File: src/rtl/spike_aer_encoder.sv
// spike_aer_encoder
//    Samples N_NEURONS spike bits every clock and turns them into address-event
//    words {timestamp, neuron_id}. Events are queued in an internal FIFO and
//    drained over a valid/ready stream, so the neuron layer is never stalled.
//    Spikes that cannot be buffered are counted (saturating) and flagged (sticky).
//
//    Ports
//       clk       in   1          clock, all state on rising edge
//       rst       in   1          asynchronous active-high reset
//       spike_in  in   N_NEURONS  spike bit per neuron
//       ev_valid  out  1          FIFO head holds an event
//       ev_ready  in   1          consumer accepts the head on valid && ready
//       ev_id     out  ID_W       neuron index of the head event
//       ev_ts     out  TS_W       timestamp of the head event
//       overflow  out  1          sticky: a spike was lost since reset
//       drop_cnt  out  DROP_W     lost spikes, saturating
//       busy      out  1          scanning, spikes pending, or FIFO not empty
module spike_aer_encoder #(
   parameter  int unsigned N_NEURONS  = 8,
   parameter  int unsigned TS_W       = 16,
   parameter  int unsigned FIFO_DEPTH = 16,
   parameter  int unsigned DROP_W     = 8,
   localparam int unsigned ID_W       = (N_NEURONS > 1) ? $clog2(N_NEURONS) : 1
) (
   input  logic                 clk,
   input  logic                 rst,
   input  logic [N_NEURONS-1:0] spike_in,
   output logic                 ev_valid,
   input  logic                 ev_ready,
   output logic [ID_W-1:0]      ev_id,
   output logic [TS_W-1:0]      ev_ts,
   output logic                 overflow,
   output logic [DROP_W-1:0]    drop_cnt,
   output logic                 busy
);

   localparam int unsigned AW    = $clog2(FIFO_DEPTH);
   localparam int unsigned PTR_W = AW + 1;
   localparam int unsigned CNT_W = $clog2(N_NEURONS + 1);
   localparam int unsigned SUM_W = ((DROP_W > CNT_W) ? DROP_W : CNT_W) + 1;

   typedef enum logic [0:0] {S_IDLE, S_SCAN} state_t;

   state_t                r_state, w_state_nxt;
   logic [TS_W-1:0]       r_ts;
   logic [N_NEURONS-1:0]  r_batch, w_batch_nxt, w_batch_left;
   logic [TS_W-1:0]       r_batch_ts, w_batch_ts_nxt;
   logic [N_NEURONS-1:0]  r_next, w_next_nxt;
   logic [TS_W-1:0]       r_next_ts, w_next_ts_nxt;
   logic [N_NEURONS-1:0]  w_grant_oh;
   logic [ID_W-1:0]       w_grant_idx;
   logic [N_NEURONS-1:0]  w_coll;
   logic [CNT_W-1:0]      w_coll_cnt;
   logic [SUM_W-1:0]      w_drop_sum;
   logic [DROP_W-1:0]     r_drop_cnt;
   logic                  r_overflow;

   logic [ID_W-1:0]       r_mem_id [FIFO_DEPTH];
   logic [TS_W-1:0]       r_mem_ts [FIFO_DEPTH];
   logic [PTR_W-1:0]      r_wptr, r_rptr;
   logic [PTR_W-1:0]      w_count;
   logic [AW-1:0]         w_rd_nxt;
   logic                  w_empty, w_full, w_push, w_pop;
   logic [ID_W-1:0]       r_head_id;
   logic [TS_W-1:0]       r_head_ts;

   // ---------------- grant: lowest set bit of the batch ----------------
   assign w_grant_oh = r_batch & (~r_batch + N_NEURONS'(1));

   // Descending scan so the lowest set index is the last one written.
   always_comb begin
      w_grant_idx = '0;
      for (int unsigned i = N_NEURONS; i > 0; i--) begin
         if (r_batch[i-1]) w_grant_idx = ID_W'(i - 1);
      end
   end

   // ---------------- FIFO status ----------------
   assign w_count  = r_wptr - r_rptr;
   assign w_empty  = (r_wptr == r_rptr);
   // Full is taken from the registered pointers, i.e. before this cycle's pop.
   assign w_full   = (r_wptr[AW-1:0] == r_rptr[AW-1:0]) && (r_wptr[AW] != r_rptr[AW]);
   assign w_pop    = !w_empty && ev_ready;
   assign w_rd_nxt = r_rptr[AW-1:0] + AW'(1);

   // ---------------- FSM next state ----------------
   always_comb begin
      w_state_nxt    = r_state;
      w_batch_nxt    = r_batch;
      w_batch_ts_nxt = r_batch_ts;
      w_next_nxt     = r_next;
      w_next_ts_nxt  = r_next_ts;
      w_batch_left   = r_batch;
      w_push         = 1'b0;
      w_coll         = '0;
      unique case (r_state)
         S_IDLE: begin
            if (spike_in != '0) begin
               w_batch_nxt    = spike_in;
               w_batch_ts_nxt = r_ts;
               w_state_nxt    = S_SCAN;
            end
         end
         S_SCAN: begin
            w_push       = (r_batch != '0) && !w_full;
            w_batch_left = w_push ? (r_batch & ~w_grant_oh) : r_batch;
            // Drops are only possible against the accumulating buffer.
            w_coll       = r_next & spike_in;
            if (w_batch_left == '0) begin
               // Batch done: promote pending spikes (including this cycle's) directly.
               w_next_nxt = '0;
               if ((r_next | spike_in) != '0) begin
                  w_batch_nxt    = r_next | spike_in;
                  w_batch_ts_nxt = (r_next != '0) ? r_next_ts : r_ts;
               end else begin
                  w_batch_nxt = '0;
                  w_state_nxt = S_IDLE;
               end
            end else begin
               w_batch_nxt   = w_batch_left;
               w_next_nxt    = r_next | spike_in;
               w_next_ts_nxt = (r_next == '0) ? r_ts : r_next_ts;
            end
         end
         default: w_state_nxt = S_IDLE;
      endcase
   end

   // ---------------- drop counting ----------------
   always_comb begin
      w_coll_cnt = '0;
      for (int unsigned i = 0; i < N_NEURONS; i++) begin
         w_coll_cnt = w_coll_cnt + CNT_W'(w_coll[i]);
      end
   end

   assign w_drop_sum = SUM_W'(r_drop_cnt) + SUM_W'(w_coll_cnt);

   // ---------------- state registers ----------------
   always_ff @(posedge clk or posedge rst) begin
      if (rst) begin
         r_state    <= S_IDLE;
         r_ts       <= '0;
         r_batch    <= '0;
         r_batch_ts <= '0;
         r_next     <= '0;
         r_next_ts  <= '0;
         r_drop_cnt <= '0;
         r_overflow <= 1'b0;
      end else begin
         r_state    <= w_state_nxt;
         r_ts       <= r_ts + TS_W'(1);
         r_batch    <= w_batch_nxt;
         r_batch_ts <= w_batch_ts_nxt;
         r_next     <= w_next_nxt;
         r_next_ts  <= w_next_ts_nxt;
         if (w_coll != '0) begin
            r_overflow <= 1'b1;
            if (w_drop_sum > SUM_W'({DROP_W{1'b1}})) r_drop_cnt <= '1;
            else                                     r_drop_cnt <= DROP_W'(w_drop_sum);
         end
      end
   end

   // ---------------- FIFO storage ----------------
   always_ff @(posedge clk) begin
      if (w_push) begin
         r_mem_id[r_wptr[AW-1:0]] <= w_grant_idx;
         r_mem_ts[r_wptr[AW-1:0]] <= r_batch_ts;
      end
   end

   // Head register mirrors mem[rptr]; when the FIFO is (or becomes) empty and a
   // push arrives, the pushed word is loaded directly since it is not in mem yet.
   always_ff @(posedge clk or posedge rst) begin
      if (rst) begin
         r_wptr    <= '0;
         r_rptr    <= '0;
         r_head_id <= '0;
         r_head_ts <= '0;
      end else begin
         if (w_push) r_wptr <= r_wptr + PTR_W'(1);
         if (w_pop)  r_rptr <= r_rptr + PTR_W'(1);
         if (w_pop) begin
            if (w_count > PTR_W'(1)) begin
               r_head_id <= r_mem_id[w_rd_nxt];
               r_head_ts <= r_mem_ts[w_rd_nxt];
            end else if (w_push) begin
               r_head_id <= w_grant_idx;
               r_head_ts <= r_batch_ts;
            end
         end else if (w_empty && w_push) begin
            r_head_id <= w_grant_idx;
            r_head_ts <= r_batch_ts;
         end
      end
   end

   // ---------------- outputs ----------------
   assign ev_valid = !w_empty;
   assign ev_id    = r_head_id;
   assign ev_ts    = r_head_ts;
   assign overflow = r_overflow;
   assign drop_cnt = r_drop_cnt;
   assign busy     = (r_state == S_SCAN) || (r_next != '0) || !w_empty;

endmodule
File: config.mk
export PLATFORM = sky130hd
export DESIGN_NAME = spike_aer_encoder
export DESIGN_NICKNAME = d
export VERILOG_FILES = /design/src/rtl/spike_aer_encoder.sv
export SDC_FILE = /design/constraint.sdc
export NUM_CORES = 1
export LEC_CHECK = 0
export BUFFER_PORTS_ARGS = -buffer_cell sky130_fd_sc_hd__buf_2
export CAP_MARGIN = 25
export CORE_MARGIN = 2
export CORE_UTILIZATION = 30
export DETAILED_ROUTE_END_ITERATION = 7
export GPL_TIMING_DRIVEN = 0
export PLACE_DENSITY_LB_ADDON = 0.2
export SYNTH_ARGS = -nofsm -noshare
export SYNTH_HDL_FRONTEND = slang
export SYNTH_SLANG_ARGS = --single-unit
File: constraint.sdc
create_clock -name clk -period 4.57 [get_ports clk]
set_clock_uncertainty 0.1 [all_clocks]
set_input_delay 0.6855 -clock clk [delete_from_list [all_inputs] [get_ports clk]]
set_output_delay 0.6855 -clock clk [all_outputs]
set_load 0.005 [all_outputs]
# Word level (Yosys, flattened, before mapping)
# Memories as Yosys holds them, arrays and structs flattened.
# Index checks and enable logic that the tools add are counted.
# classes
n_addsub	14
bitwise	8
n_reduce_logical	19
muxes	36
n_eq_ne	7
order_cmp	2
# ops
cell	n
16-bit two-way mux	8
8-bit two-way mux	7
8-bit nonzero test	5
3-bit two-way mux	12
16-bit one-hot mux with 2 select lines	1
8-bit AND	3
16-bit by 1-bit adder with 16-bit output, second input constant	1
4-bit by 1-bit adder with 4-bit output	4
8-bit zero test	2
8-bit NOT	2
8-bit one-hot mux with 2 select lines	1
5-bit by 1-bit adder with 5-bit output, second input constant	2
8-bit by 4-bit adder with 9-bit output	1
9-bit by 8-bit > comparator with 1-bit output, second input constant	1
8-bit by 1-bit adder with 8-bit output, second input constant	1
8-bit bitwise OR	1
1-bit two-way mux	6
3-bit AND reduction	2
5-bit == test	1
5-bit by 1-bit > comparator with 1-bit output, second input constant	1
5-bit subtractor	1
3-bit by 1-bit adder with 4-bit output	1
4-bit by 1-bit adder with 4-bit output, second input constant	1
4-bit == test	1
other kinds (13)	20
# totals
inputBits	11
mem_count	2
reg_bits	103
output_inout_bits	30
ramBits	304
# memory_table
name	depth	word_bits	rd	rd_ports_with_merged_regs	write_ports	line_no	rtl
r_mem_ts	16	16	1	0	1	59	logic [TS_W-1:0] r_mem_ts [FIFO_DEPTH];
r_mem_id	16	3	1	0	1	58	logic [ID_W-1:0] r_mem_id [FIFO_DEPTH];

# Longest topological paths before layout
# depth
depth_word	12
depth_mapped	17

# Worst setup path before layout
# OpenSTA, ideal clock, no wires.
# synth_path
kind	flip-flop to flip-flop
start	reg r_state
end	reg r_drop_cnt[4] (netlist: drop_cnt[4])
path_stages_with_launch	18
period_less_slack_ps	4484
setup_slack_ps	86
arrival_ps	4306
path_buffers	2
cell_sequence	dfrtp_1 -> buf_1 -> clkbuf_1 -> and3_1 -> fa_1 -> inv_1 -> fa_1 -> inv_1 -> fa_1 -> fa_1 -> inv_1 -> fa_1 -> nor2b_1 -> o21ai_0 -> a21boi_0 -> nand4_1 -> and3_1 -> a21oi_1
# synth_between
elab_chain_len	11
elab_cells_between_ends	12
# synth_lines
item	line_no	rtl
start: declaration	44	state_t r_state, w_state_nxt;
start signal: assignment	151	r_state <= w_state_nxt;
8-bit two-way mux (*)	96	unique case (r_state)
1-bit by 1-bit adder with 2-bit output	133	w_coll_cnt = w_coll_cnt + CNT_W'(w_coll[i]);
2-bit by 1-bit adder with 3-bit output	133	
3-bit by 1-bit adder with 4-bit output	133	
4-bit by 1-bit adder with 4-bit output (4 in series)	133	
8-bit by 4-bit adder with 9-bit output	137	assign w_drop_sum = SUM_W'(r_drop_cnt) + SUM_W'(w_coll_cnt);
9-bit by 8-bit > comparator with 1-bit output	159	if (w_drop_sum > SUM_W'({DROP_W{1'b1}})) r_drop_cnt <= '1;
8-bit two-way mux	159	
end signal: assignment	160	else r_drop_cnt <= DROP_W'(w_drop_sum);
end: declaration	55	logic [DROP_W-1:0] r_drop_cnt;
# Every way passes the cells marked *; elsewhere a longest branch is shown, timed or not.
# A chain may end at the register's enable or synchronous reset.

# Worst setup path after layout
# layout_path
start	reg r_state
end	reg r_drop_cnt[2] (netlist: drop_cnt[2])
# Same word-level chain as after synthesis.

==> summary.md <==
| Metric | Value |
|---|---|
| Result of the run | `completed` |
| Final cycle utilization of the critical path | `95.2%` |
| Critical path cell sequence | `buf_4 > buf_6 > and3_1 > fa_1 > inv_1 > fa_1 > inv_1 > fa_1 > fa_2 > inv_1 > fa_2 > nor2b_2 > o21ai_2 > a21boi_2 > nand4_1 > buf_4 > a31oi_1` |
| Final #Nets | `1104` |
| Register-to-Register Path Depth | `17` |
| Worst slew margin | `30.3%` |
| Number of clock sinks | `407` |
| Largest net degree at the start of global routing | `59` |
| Post-Synthesis Cells | `957` |
| Total Routed Length | `41700 um` |
| H-Tree Level Count | `2` |
| Row count | `87` |
| Die area | `58600 um^2` |
| Area used by multi-input combinational logic | `5160 um^2` |
| Max rail drop VDD | `0.396 mV` |
| Storage cell area | `11700 um^2` |
| Share of post-route cells with drive strength above 1 | `31.6%` |
| Max-cap check violation count | `0` |
| Number of buffers on the longest clock path | `3` |
| Portion of the post-synthesis area used by sequential elements | `68.9%` |
| Distinct cell type count of the synthesized netlist | `63` |
| Congestion Overflow GR | `0` |
| Data arrival, critical path | `4.75 ns` |
| Die width | `242 um` |
| Number of cells after detailed placement | `1773` |
| Global-route total usage across every layer | `14.5%` |
| Antenna Violating Nets Remaining | `0` |
| Final period demand of the worst path | `4.35 ns` |
| # hold bufs at CTS | `0` |
| Number of detailed-route iterations in the first pass | `5` |
| CTS tree | `yes` |
| Reg-to-reg critical path startpoint | `r_state` |
| Final count of pins violating max slew | `0` |
| Detailed-route wire length per cell | `22.4 um` |
| Leak Pwr | `7.01 nW` |
| Overall power of the completed layout | `16.1 mW` |
| Flops & latches, synth | `407` |
| Kind of capture point of the worst setup path | `flip-flop` |
| Num CTS Buffers | `48` |
| Area after DPL | `18500 um^2` |
| Type of the tightest min-delay check | `input pin to asynchronous set/reset pin` |
| Transition at the pin with the smallest max-transition slack | `1.05 ns` |
| DRC viols | `0` |
| Power per Cell Area | `799 nW/um^2` |
| Floorplan die height | `242 um` |
| Non-filler cells, final | `1866` |
| HPWL after detailed placement | `26200 um` |
| Final Hold Violating Endpoints | `0` |
| Delay of the slowest critical-path stage | `0.53 ns` |
| Worst reg2reg endpoint | `drop_cnt[2]` |
| Proportion of synthesized flip-flops having asynchronous set or reset | `25.3%` |
| Latest clock arrival within the worst-skew pair | `0.58 ns` |
| Initial antenna violation count | `1` |
| Antenna diode count | `0` |
| Final standard cell area without fillers | `20100 um^2` |
| Final weighted congestion in routability-driven placement | `0.757` |
| Max frequency | `230 MHz` |
| Overall via count from detail_route | `9040` |
| Slowest CP cell | `sky130_fd_sc_hd__fa_1` |
| Critical path class | `flip-flop to flip-flop` |
| Number of enable flip-flop cells after synthesis | `304` |
| Commonest register cell after synthesis | `sky130_fd_sc_hd__edfxtp_1` |
| Initial core utilization | `30.3%` |
| Post-synth design cell area | `17000 um^2` |
| IO Port Bufs | `40` |
| Sum of buffers and inverters on the critical path | `6` |
| Synth-to-layout area growth | `18.4%` |
| Final Setup Violations | `0` |
| Ports | `41` |
| Clock slew at the register clock pins of the worst setup and hold paths | `0.05 ns` |
| CP Max Fanout | `10` |
| First-iteration detailed-routing DRC count | `665` |
| Net count after synthesis | `990` |
| Post-synthesis area per instance | `17.8 um^2` |
| Vias per inst | `4.84` |
| Filler Cell Count | `5387` |
| First-pass GRT wire length | `63800 um` |
| Cell family with most CP delay | `adder cells` |
| Warnings from Yosys | `0` |
| Startpoint type of the worst setup path | `flip-flop` |
| Flop-to-flop setup slack | `0.22 ns` |
| Data required, critical path | `4.97 ns` |
| Vias in the first global route | `9581` |
| Clock Root Buffer | `sky130_fd_sc_hd__clkbuf_16` |
| Area of the placeable core | `56200 um^2` |
worst reg2reg max path: stages (launching register included):
cell and delay, ns:
sky130_fd_sc_hd__dfrtp_2 0.39, sky130_fd_sc_hd__buf_4 0.18, sky130_fd_sc_hd__buf_6 0.15, sky130_fd_sc_hd__and3_1 0.20
sky130_fd_sc_hd__fa_1 0.50, sky130_fd_sc_hd__inv_1 0.06, sky130_fd_sc_hd__fa_1 0.53, sky130_fd_sc_hd__inv_1 0.05
sky130_fd_sc_hd__fa_1 0.51, sky130_fd_sc_hd__fa_2 0.21, sky130_fd_sc_hd__inv_1 0.05, sky130_fd_sc_hd__fa_2 0.35
sky130_fd_sc_hd__nor2b_2 0.13, sky130_fd_sc_hd__o21ai_2 0.07, sky130_fd_sc_hd__a21boi_2 0.20, sky130_fd_sc_hd__nand4_1 0.23
sky130_fd_sc_hd__buf_4 0.21, sky130_fd_sc_hd__a31oi_1 0.16
layer usage:
| metal | track usage (%) | wire [um] | up-vias | part of all wire [%] |
|---|---|---|---|---|
| met2 | 23.5 | 20000 | 200 | 48 |
| li1 | - | - | 4043 | - |
| met5 | 0 | 19 | - | 0.046 |
| met3 | 2.41 | 1850 | 61 | 4.4 |
| met1 | 20.3 | 19100 | 4734 | 46 |
| met4 | 3.99 | 755 | 2 | 1.8 |
flip-flops by register name, summed over array words and instances, names as in the netlist, 8 cells and up:
register,count
r_batch,8
ev_ts,16
r_ts,16
r_next,8
r_next_ts,16
r_batch_ts,16
drop_cnt,8
r_mem_ts,256
r_mem_id,48
worst max path at each step:
stage / startpoint / endpoint / slack (ns) / cells after the start
floorplan: r_state / drop_cnt[4] / 0.09 / 17
global placement: r_rptr[2] / r_mem_ts[3][6] / -1.09 / 8
detailed placement: r_state / drop_cnt[4] / -0.56 / 17
CTS: r_state / drop_cnt[5] / 0.007 / 18
global route: r_state / drop_cnt[5] / -0.008 / 18
finish: r_state / drop_cnt[2] / 0.22 / 17
cell usage after synthesis, types with 3 or more instances:
cell	instances	area share (%)
sky130_fd_sc_hd__a21oi_1	23	0.68
sky130_fd_sc_hd__a221oi_1	3	0.15
sky130_fd_sc_hd__a31oi_1	4	0.15
sky130_fd_sc_hd__and3_1	10	0.37
sky130_fd_sc_hd__buf_1	8	0.18
sky130_fd_sc_hd__buf_2	5	0.15
sky130_fd_sc_hd__clkbuf_1	29	0.64
sky130_fd_sc_hd__dfrtp_1	103	15
sky130_fd_sc_hd__edfxtp_1	304	54
sky130_fd_sc_hd__fa_1	6	0.71
sky130_fd_sc_hd__ha_1	16	1.2
sky130_fd_sc_hd__inv_1	23	0.51
sky130_fd_sc_hd__mux2_2	46	3.0
sky130_fd_sc_hd__mux2_4	9	0.79
sky130_fd_sc_hd__mux4_2	95	13
sky130_fd_sc_hd__nand2_1	54	1.2
sky130_fd_sc_hd__nand2b_1	8	0.29
sky130_fd_sc_hd__nand3_1	13	0.38
sky130_fd_sc_hd__nand4_1	6	0.22
sky130_fd_sc_hd__nor2_1	47	1.0
sky130_fd_sc_hd__nor3_1	8	0.24
sky130_fd_sc_hd__o21ai_0	20	0.59
sky130_fd_sc_hd__o221a_2	17	1.1
sky130_fd_sc_hd__o22ai_1	16	0.59
sky130_fd_sc_hd__or2_2	5	0.18
sky130_fd_sc_hd__or4_1	5	0.22
sky130_fd_sc_hd__xnor2_1	22	1.1
sky130_fd_sc_hd__xor2_1	7	0.36
cell families (layout without fill, tap and decap cells):
kind of cell / after synthesis / after routing / synth area share, %
xor+xnor: 29 / 29 / 1.49
fa+ha+maj: 23 / 23 / 1.94
compound gates: 113 / 113 / 4.84
flops: 407 / 407 / 68.9
buf+inv: 67 / 220 / 1.63
mux: 151 / 151 / 16.5
simple gates: 167 / 167 / 4.74
report_power, final:
group	internal (mW)	switching, mW
clock network	2.16	1.54
logic	2.97	3.23
registers	5.44	0.737
metrics by stage:
stage | util, % | setup WS [ns] | setup TNS (ns) | hold slack, ns
floorplan | - | 0.0864 | 0 | 0.365
global placement | 32.3 | -1.09 | -187.33 | 0.347
detailed placement | 33.0 | -0.561 | -3.09 | 0.351
CTS | 35.8 | 0.00723 | 0 | 0.0651
global route | 35.8 | -0.00752 | -0.00752 | 0.0880
finish | 35.8 | 0.220 | 0 | 0.0707
area by class of cell:
type | instances | area share (%)
clock buffer | 73 | 6.69
timing repair buffer | 64 | 2.44
clock inverter | 16 | 0.846
sequential | 407 | 58.2
buffer | 44 | 1.01
multi-input combinational | 483 | 25.7
tap | 756 | 4.70
inverter | 23 | 0.454
layout by cell type, fill, tap and decap left out, drive strengths merged, types with 22 or more instances in the layout:
master	count
a21oi	25
buf	80
clkbuf	101
dfrtp	103
edfxtp	304
inv	25
mux2	55
mux4	95
nand2	54
nor2	49
o21ai	23
xnor2	22
timing repair:
action / CTS / global route
endpoints found under the setup margin: 8 / 6
resized for setup: 9 / 8
pin swaps: 3 / 5
buffers inserted: 3 / 1
endpoints found under the hold margin: 0 / 0
No activity file was read; power rests on OpenSTA's default activity.
